==> src/rtl/counter_ctrl_if.sv <==
// Control and display bundle for counter_ctrl: pulse/level controls in,
// BCD count, multiplexed 7-segment drive and status out.
interface counter_ctrl_if;
    logic       tick_in;
    logic       start_stop;
    logic       clear;
    logic       up_down;
    logic [3:0] tens;
    logic [3:0] ones;
    logic [1:0] an;
    logic [6:0] seg;
    logic       running;
    logic       wrap;

    modport master (
        output tick_in, start_stop, clear, up_down,
        input  tens, ones, an, seg, running, wrap
    );

    modport slave (
        input  tick_in, start_stop, clear, up_down,
        output tens, ones, an, seg, running, wrap
    );
endinterface

==> src/rtl/counter_ctrl.sv <==
// Two-digit BCD up/down counter with IDLE/RUN/PAUSE control, tick-driven step
// prescaler and a two-digit multiplexed 7-segment display scanner.
module counter_ctrl #(
    parameter int unsigned TICKS_PER_STEP = 100,
    parameter int unsigned SCAN_TICKS     = 1
) (
    input  logic          clock_in,
    input  logic          reset,
    counter_ctrl_if.slave bus
);

    typedef enum logic [1:0] {IDLE, RUN, PAUSE} state_t;

    localparam logic [15:0] STEP_LAST = 16'(TICKS_PER_STEP - 1);
    localparam logic [15:0] SCAN_LAST = 16'(SCAN_TICKS - 1);

    state_t      state, state_next;
    logic [15:0] step_cnt, scan_cnt;
    logic [3:0]  tens_q, ones_q;
    logic [3:0]  tens_step, ones_step, digit;
    logic [1:0]  an_q;
    logic        wrap_q, wrap_step;
    logic        step_tick, step_en;

    // NOTE: every always_comb output gets a default first so no latch is inferred.
    always_comb begin
        state_next = state;
        if (bus.clear) begin
            state_next = IDLE;
        end else if (bus.start_stop) begin
            case (state)
                IDLE:    state_next = RUN;
                RUN:     state_next = PAUSE;
                PAUSE:   state_next = RUN;
                default: state_next = IDLE;
            endcase
        end
    end

    // Prescaler and step qualify on the current state, not the next one.
    assign step_tick = (state == RUN) && bus.tick_in;
    assign step_en   = step_tick && (step_cnt == STEP_LAST);

    always_comb begin
        tens_step = tens_q;
        ones_step = ones_q;
        wrap_step = 1'b0;
        if (bus.up_down) begin
            if (ones_q >= 4'd9) begin
                ones_step = 4'd0;
                if (tens_q >= 4'd9) begin
                    tens_step = 4'd0;
                    wrap_step = 1'b1;
                end else begin
                    tens_step = tens_q + 4'd1;
                end
            end else begin
                ones_step = ones_q + 4'd1;
            end
        end else begin
            if (ones_q == 4'd0) begin
                ones_step = 4'd9;
                if (tens_q == 4'd0) begin
                    tens_step = 4'd9;
                    wrap_step = 1'b1;
                end else begin
                    tens_step = tens_q - 4'd1;
                end
            end else begin
                ones_step = ones_q - 4'd1;
            end
        end
    end

    // NOTE: sequential state uses non-blocking assignments only.
    always_ff @(posedge clock_in) begin
        if (reset) begin
            state    <= IDLE;
            step_cnt <= '0;
            scan_cnt <= '0;
            tens_q   <= '0;
            ones_q   <= '0;
            an_q     <= 2'b10;
            wrap_q   <= 1'b0;
        end else begin
            state  <= state_next;
            wrap_q <= 1'b0;

            if (bus.clear) begin
                step_cnt <= '0;
                tens_q   <= '0;
                ones_q   <= '0;
            end else if (step_en) begin
                step_cnt <= '0;
                tens_q   <= tens_step;
                ones_q   <= ones_step;
                wrap_q   <= wrap_step;
            end else if (step_tick) begin
                step_cnt <= step_cnt + 16'd1;
            end

            // The display scan free-runs on ticks and ignores clear.
            if (bus.tick_in) begin
                if (scan_cnt == SCAN_LAST) begin
                    scan_cnt <= '0;
                    an_q     <= ~an_q;
                end else begin
                    scan_cnt <= scan_cnt + 16'd1;
                end
            end
        end
    end

    assign digit = (an_q == 2'b01) ? tens_q : ones_q;

    always_comb begin
        bus.seg = 7'b1111111;
        case (digit)
            4'd0:    bus.seg = 7'b1000000;
            4'd1:    bus.seg = 7'b1111001;
            4'd2:    bus.seg = 7'b0100100;
            4'd3:    bus.seg = 7'b0110000;
            4'd4:    bus.seg = 7'b0011001;
            4'd5:    bus.seg = 7'b0010010;
            4'd6:    bus.seg = 7'b0000010;
            4'd7:    bus.seg = 7'b1111000;
            4'd8:    bus.seg = 7'b0000000;
            4'd9:    bus.seg = 7'b0010000;
            default: bus.seg = 7'b1111111;
        endcase
    end

    assign bus.tens    = tens_q;
    assign bus.ones    = ones_q;
    assign bus.an      = an_q;
    assign bus.wrap    = wrap_q;
    assign bus.running = (state == RUN);

endmodule

==> src/flat_wrapper.sv <==
// flat-port wrapper written by rule: the top's interface ports become plain ports
module counter_ctrl_flat 
#(
    parameter int unsigned TICKS_PER_STEP = 100,
    parameter int unsigned SCAN_TICKS     = 1
)
  (clock_in, reset, bus_tick_in, bus_start_stop, bus_clear, bus_up_down, bus_tens, bus_ones, bus_an, bus_seg, bus_running, bus_wrap);
  counter_ctrl_if bus_i ();
  input  logic clock_in;
  input  logic reset;
  input wire logic [$bits(bus_i.tick_in)-1:0] bus_tick_in;
  input wire logic [$bits(bus_i.start_stop)-1:0] bus_start_stop;
  input wire logic [$bits(bus_i.clear)-1:0] bus_clear;
  input wire logic [$bits(bus_i.up_down)-1:0] bus_up_down;
  output wire logic [$bits(bus_i.tens)-1:0] bus_tens;
  output wire logic [$bits(bus_i.ones)-1:0] bus_ones;
  output wire logic [$bits(bus_i.an)-1:0] bus_an;
  output wire logic [$bits(bus_i.seg)-1:0] bus_seg;
  output wire logic [$bits(bus_i.running)-1:0] bus_running;
  output wire logic [$bits(bus_i.wrap)-1:0] bus_wrap;
  assign bus_i.tick_in = bus_tick_in;
  assign bus_i.start_stop = bus_start_stop;
  assign bus_i.clear = bus_clear;
  assign bus_i.up_down = bus_up_down;
  assign bus_tens = bus_i.tens;
  assign bus_ones = bus_i.ones;
  assign bus_an = bus_i.an;
  assign bus_seg = bus_i.seg;
  assign bus_running = bus_i.running;
  assign bus_wrap = bus_i.wrap;
  counter_ctrl #(.TICKS_PER_STEP(TICKS_PER_STEP), .SCAN_TICKS(SCAN_TICKS)) u_core (.clock_in(clock_in), .reset(reset), .bus(bus_i));
endmodule
==> config.mk <==
export PLATFORM = sky130hd
export DESIGN_NAME = counter_ctrl_flat
export DESIGN_NICKNAME = d
export VERILOG_FILES = /design/src/rtl/counter_ctrl_if.sv /design/src/rtl/counter_ctrl.sv /design/src/flat_wrapper.sv
export SDC_FILE = /design/constraint.sdc
export NUM_CORES = 1
export LEC_CHECK = 0
export CELL_PAD_IN_SITES_DETAIL_PLACEMENT = 1
export CELL_PAD_IN_SITES_GLOBAL_PLACEMENT = 2
export CORE_MARGIN = 2
export CORE_UTILIZATION = 32
export CTS_CLUSTER_DIAMETER = 200
export DETAILED_ROUTE_END_ITERATION = 10
export PLACE_DENSITY_LB_ADDON = 0.3
export SYNTH_ARGS = -nofsm -noshare
export SYNTH_HDL_FRONTEND = slang
export SYNTH_SLANG_ARGS = --single-unit
export TNS_END_PERCENT = 10
==> constraint.sdc <==
create_clock -name clock_in -period 2.4 [get_ports clock_in]
set_clock_uncertainty 0.2 [all_clocks]
set_input_delay 0.48 -clock clock_in [delete_from_list [all_inputs] [get_ports clock_in]]
set_output_delay 0.48 -clock clock_in [all_outputs]
set_load 0.05 [all_outputs]
### Word level (Yosys, flattened, before mapping)

Memory sizes are Yosys's and may differ from the RTL's.
Cells that the tools add are included.

| operators by class | value |
|---|---|
| multiplexer cells | 16 |
| shifts and indexed selects | 0 |
| order comparisons | 2 |
| $add $sub $neg | 6 |
| equality and inequality tests | 5 |
| reduce and logical (&&, ||, !) cells | 13 |
| bitwise gates (word level) | 2 |
| multiply operators | 0 |
| div/mod/pow operators | 0 |

Operators with widths:

| kind | count |
|---|---|
| $mux 4 | 9 |
| $add 16x1->16 const B | 2 |
| $eq 16x7->1 const B | 1 |
| $logic_not 16->1 | 1 |
| $mux 16 | 1 |
| $add 4x1->4 const B | 2 |
| $ge 4x4->1 const B | 2 |
| $logic_not 4->1 | 2 |
| $sub 4x1->4 const B | 2 |
| $reduce_or 3->1 | 2 |
| $mux 1 | 5 |
| $eq 2x1->1 const B | 2 |
| $pmux 2 s2 | 1 |
| $reduce_or 2->1 | 2 |
| $reduce_and 3->1 | 1 |
| $eq 2x2->1 const B | 1 |
| $logic_and 1x1->1 | 2 |
| $logic_not 2->1 | 1 |
| $ne 2x1->1 const B | 1 |
| $not 2->2 | 1 |
| $reduce_and 2->1 | 1 |
| $reduce_bool 2->1 | 1 |
| $not 1->1 | 1 |

| word-level totals | value |
|---|---|
| output and inout bits | 19 |
| RAM bits | 0 |
| bits in read-only memories | 112 |
| register bits after elaboration | 45 |
| memories kept | 1 |
| bits in latches | 0 |

Memory list:

| memory | depth | width | rd ports | clocked after memory_dff | write ports | RTL line | source |
|---|---|---|---|---|---|---|---|
| (name not given) | 16 | 7 | 1 | 0 | 0 | counter_ctrl.sv:118 | `case (digit)` |

### Logic depth before layout (Yosys ltp)

| depth | value |
|---|---|
| word-level depth | 5 |
| mapped depth | 8 |
| mapped depth without buffers | 6 |

### Worst setup path before layout

OpenSTA, ideal clock, no wires.

| timing path | value |
|---|---|
| path type | register -> output |
| from | reg u_core.an_q[0] (netlist: u_core.bus.an[0]) |
| to | out bus_seg[4] |
| data arrival time | 2.737 ns |
| path slack | -1.017 ns |
| stages on the path, launching flop included | 6 |
| path through | dfxtp_1 > nor2b_1 > clkbuf_1 > mux2i_1 > and2_1 > o21ai_0 |

| on the way | value |
|---|---|
| longest elaborated chain between the ends | 3 |

RTL lines:

| item | RTL line | source |
|---|---|---|
| from (decl) | counter_ctrl.sv:21 | `logic [1:0] an_q;` |
| from (signal assigned) | counter_ctrl.sv:106 | `an_q <= ~an_q;` |
| $eq 2x1->1 | counter_ctrl.sv:114 | `assign digit = (an_q == 2'b01) ? tens_q : ones_q;` |
| $mux 4 | counter_ctrl.sv:114 |  |
| $mem_v2 16x7 | n/a |  |
| to (decl) | flat_wrapper.sv:18 | `output wire logic [$bits(bus_i.seg)-1:0] bus_seg;` |

No other way between the ends.

### Worst setup path after layout

| timing path | value |
|---|---|
| from | reg u_core.an_q[0] (netlist: u_core.bus.an[0]) |
| to | out bus_seg[0] |

The elaborated chain is that of the path after synthesis.

==> summary.md <==
| Metric | Value |
|---|---|
| Status | `complete, but fails checks` |
| Failing checks | `setup timing` |
| Root Buffer | `clkbuf_8` |
| Final setup viols | `7` |
| Total Nets Final | `399` |
| GRT overflow | `0` |
| Initial antenna violation count | `0` |
| CP startpoint kind | `register` |
| Worst path required time | `1.72 ns` |
| R2r endpoint | `u_core.bus.tens[1]$_SDFFE_PP0P_` |
| Yosys cell types | `60` |
| Total wire length | `7290 µm` |
| Max-cap viol count | `0` |
| Leak | `1.28 nW` |
| Launching point of the worst reg2reg path | `u_core.step_cnt[8]$_SDFFE_PP0P_` |
| Clock transition at the registers of the reported paths | `0.09 ns` |
| Mapped cell area | `2750 µm²` |
| Core Box Area | `8260 µm²` |
| Max FO, Critical Path | `6` |
| Hold Path End | `u_core.step_cnt[1]$_SDFFE_PP0P_` |
| Mapped Cells | `323` |
| WP buf/inv | `3` |
| Synth-to-Final Area Change | `33.3%` |
| Pre-CTS setup slack | `-0.142 ns` |
| FFs w/ async S/R, synth | `0%` |
| RSZ-0062 raised after global routing | `yes` |
| Hold Violations, Final | `0` |
| CTS Sinks | `45` |
| Register area share after synthesis | `32.8%` |
| Slew @ Worst Pin | `0.500 ns` |
| GRT met1 Usage | `21.0%` |
| CP cell instances | `nor2b_4 > buf_12 > mux2i_4 > buf_6 > mux2_2 > a22oi_2 > buf_12` |
| Total GRT Usage | `15.5%` |
| Min Tclk post-route | `2.59 ns` |
| IO buf count | `24` |
| Pwr Density | `389 nW/µm²` |
| Number of global-route vias before repair | `2,526` |
| Register-to-Register Path Depth | `5` |
| Cells after DPL | `475` |
| Chip width | `96.6 µm` |
| Critical path class | `register to primary output` |
| Period utilization | `108%` |
| Layout cells sized above 1 | `25.8%` |
| Post-DR vias/cell | `5.23` |
| Worst hold path class | `register to register` |
| Min Hold Slack | `0.279 ns` |
| CP endpoint kind | `primary output` |
| Largest net degree at the start of global routing | `22` |
| TritonRoute pass-1 iters | `4` |
| Die Ht | `96.6 µm` |
| Relative slew slack | `66.6%` |
| First-pass GRT wire length | `12,300 µm` |
| Mapped Avg Cell Area | `8.50 µm²` |
| Fin cells | `488` |
| Post-synth EDFFs | `0` |
| Starting Density | `33.2%` |
| Slowest CP cell | `dfxtp_4` |
| Most used cell, CP | `buf_12` |
| Slowest stage delay, CP | `0.35 ns` |
| CTS buffer count | `5` |
| Diodes inserted | `0` |
| H-Tree Depth | `2` |
| Top_reg_cell synth | `dfxtp_1` |
| Via Count | `2,554` |
| Max VDD drop | `225 µV` |
| I/O pins | `25` |
| Final worst-path setup slack | `-0.189 ns` |
| TritonCTS clock tree | `done` |
| Post-detailed-route count of antenna-violating nets | `0` |
| R2R Setup Slk | `0.04 ns` |
| Die area | `9340 µm²` |
| Post-route cell area | `3660 µm²` |
| Synth Register Bits | `45` |
| HPWL after detailed placement | `5360 µm` |
| GR met3 Demand/Resource | `2.24%` |
| Met2 Usage GRT | `26.0%` |
| Mapped Nets | `340` |
| RePlAce Congestion | `0.783` |
| CP top delay family | `buffers and inverters` |
| Placed Area | `3400 µm²` |
| Final Total Pwr | `1.43 mW` |
| WP data arrival | `1.91 ns` |
| Grt peak-use layer | `met2` |
| # DRC | `0` |
| Max Freq | `0.386 GHz` |
| Ys Warns | `0` |
| Clk Latency, worst-skew pair | `0.30 ns` |
| Row count | `33` |
| Routed len/inst | `14.9 µm` |
| Worst Hold Path Cells | `2` |
| Final Slew Violations | `0` |
| Initial DRC Count | `57` |
| Hold Crit Start | `u_core.step_cnt[1]$_SDFFE_PP0P_` |
| CTS Buffer Depth | `2` |
[through the flow]
step,util [%],setup TNS (ns)
6_report,44.3,-0.885
5_1_grt,44.3,-1.56
3_5_place_dp,41.2,-0.555
3_3_place_gp,41.2,-0.301
2_1_floorplan,-,-0.880
4_1_cts,43.5,-1.25
[logic make-up after synthesis]
family / count (synthesis) / share of synthesized area, %
fa+ha+maj: 11 / 5.01
compound gates: 60 / 15.5
xor+xnor: 27 / 8.61
buf+inv: 33 / 6.56
simple gates: 138 / 28.2
mux: 9 / 3.37
flops: 45 / 32.8
[layout by cell type (no fill, tap or decap), types with 3 or more instances in the layout]
cell type,instances
a211o_1,3
a21oi_1,12
buf_12,7
buf_4,43
buf_6,5
clkbuf_8,7
clkdlybuf4s50_1,10
dfxtp_1,42
ha_1,11
inv_1,18
mux2i_1,4
mux2i_4,3
nand2_1,16
nand2b_1,3
nand3_1,11
nand3b_1,3
nand4_1,6
nand4b_1,3
nor2_1,39
nor3_1,10
nor3b_1,3
nor4_1,9
nor4b_1,5
o211ai_1,3
o21ai_0,9
o31ai_1,3
or3_1,3
or3b_2,3
or4_1,4
or4_4,3
xnor2_1,20
xor2_1,7
[cell usage after synthesis (3+ instances only)]
cell type   n  area (µm²)
dfxtp_1    45         901
nor2_1     40         150
xnor2_1    20         175
inv_1      18        67.6
nand2_1    16        60.1
a21oi_1    13        65.1
o21ai_0    12        60.1
ha_1       11         138
nand3_1    11        55.1
nor4_1     11        68.8
nor3_1     10        50.1
mux2i_1     7        70.1
xor2_1      7        61.3
buf_6       6        67.6
clkbuf_1    6        22.5
nand4_1     6        37.5
nor4b_1     6        52.6
or4_1       6        45.0
o31ai_1     5        37.5
a211o_1     3        26.3
buf_4       3        22.5
nand2b_1    3        18.8
nand3b_1    3        22.5
nand4b_1    3        26.3
nor3b_1     3        22.5
o211ai_1    3        22.5
or3_1       3        18.8
or3b_2      3        26.3
[final cells by class]
type	count	area, µm²
clock buffers	7	96.3
well taps	105	131
fillers	973	4600
inverters	18	67.6
clock inverters	1	5.00
multi-input cells	245	1810
repair buffers	67	641
flip-flops and latches	45	907
[how the worst max path moves through the flow]
stage          depth (start not counted)                     startpoint                               end
2_1_floorplan                          5  u_core.bus.an[0]$_SDFFE_PP0P_                        bus_seg[0]
3_3_place_gp                           6                    bus_tick_in   u_core.step_cnt[9]$_SDFFE_PP0P_
3_5_place_dp                           6                    bus_tick_in  u_core.step_cnt[13]$_SDFFE_PP0P_
4_1_cts                                6  u_core.bus.an[0]$_SDFFE_PP0P_                        bus_seg[0]
5_1_grt                                6  u_core.bus.an[0]$_SDFFE_PP0P_                        bus_seg[0]
6_report                               7  u_core.bus.an[0]$_SDFFE_PP0P_                        bus_seg[0]
[worst register-to-register path, stage by stage (launching register included)]
cell      delay (ns)
dfxtp_1         0.32
or4_4           0.52
or4_4           0.59
buf_4           0.19
o311ai_1        0.32
o31ai_2         0.11
[flip-flops by register name (all words and copies together), names as in the netlist]
name             cells
u_core.bus.an        2
u_core.state         2
u_core.scan_cnt     16
u_core.bus.tens      4
u_core.step_cnt     16
u_core.bus.wrap      1
u_core.bus.ones      4
[report_power, final]
group	total (mW)	switching (mW)	internal [mW]	leakage [nW]
sequential	0.763	0.00835	0.755	0.364
combinational	0.143	0.0788	0.0637	0.858
clock	0.519	0.258	0.261	0.0542
[layer usage]
layer,wire [µm],vias to the layer above
li1,-,1288
met1,3640,1234
met2,3440,28
met3,148,4
met4,57,0
met5,0,-
[timing repair]
action                                  CTS  global route
endpoints found under the setup margin    8            14
hold endpoints to repair                  0             0
resized for setup                        10            13
setup buffers                             3             2
hold buffers                              0             0
pin swaps                                 3             7
(Power assumes the default switching activity.)
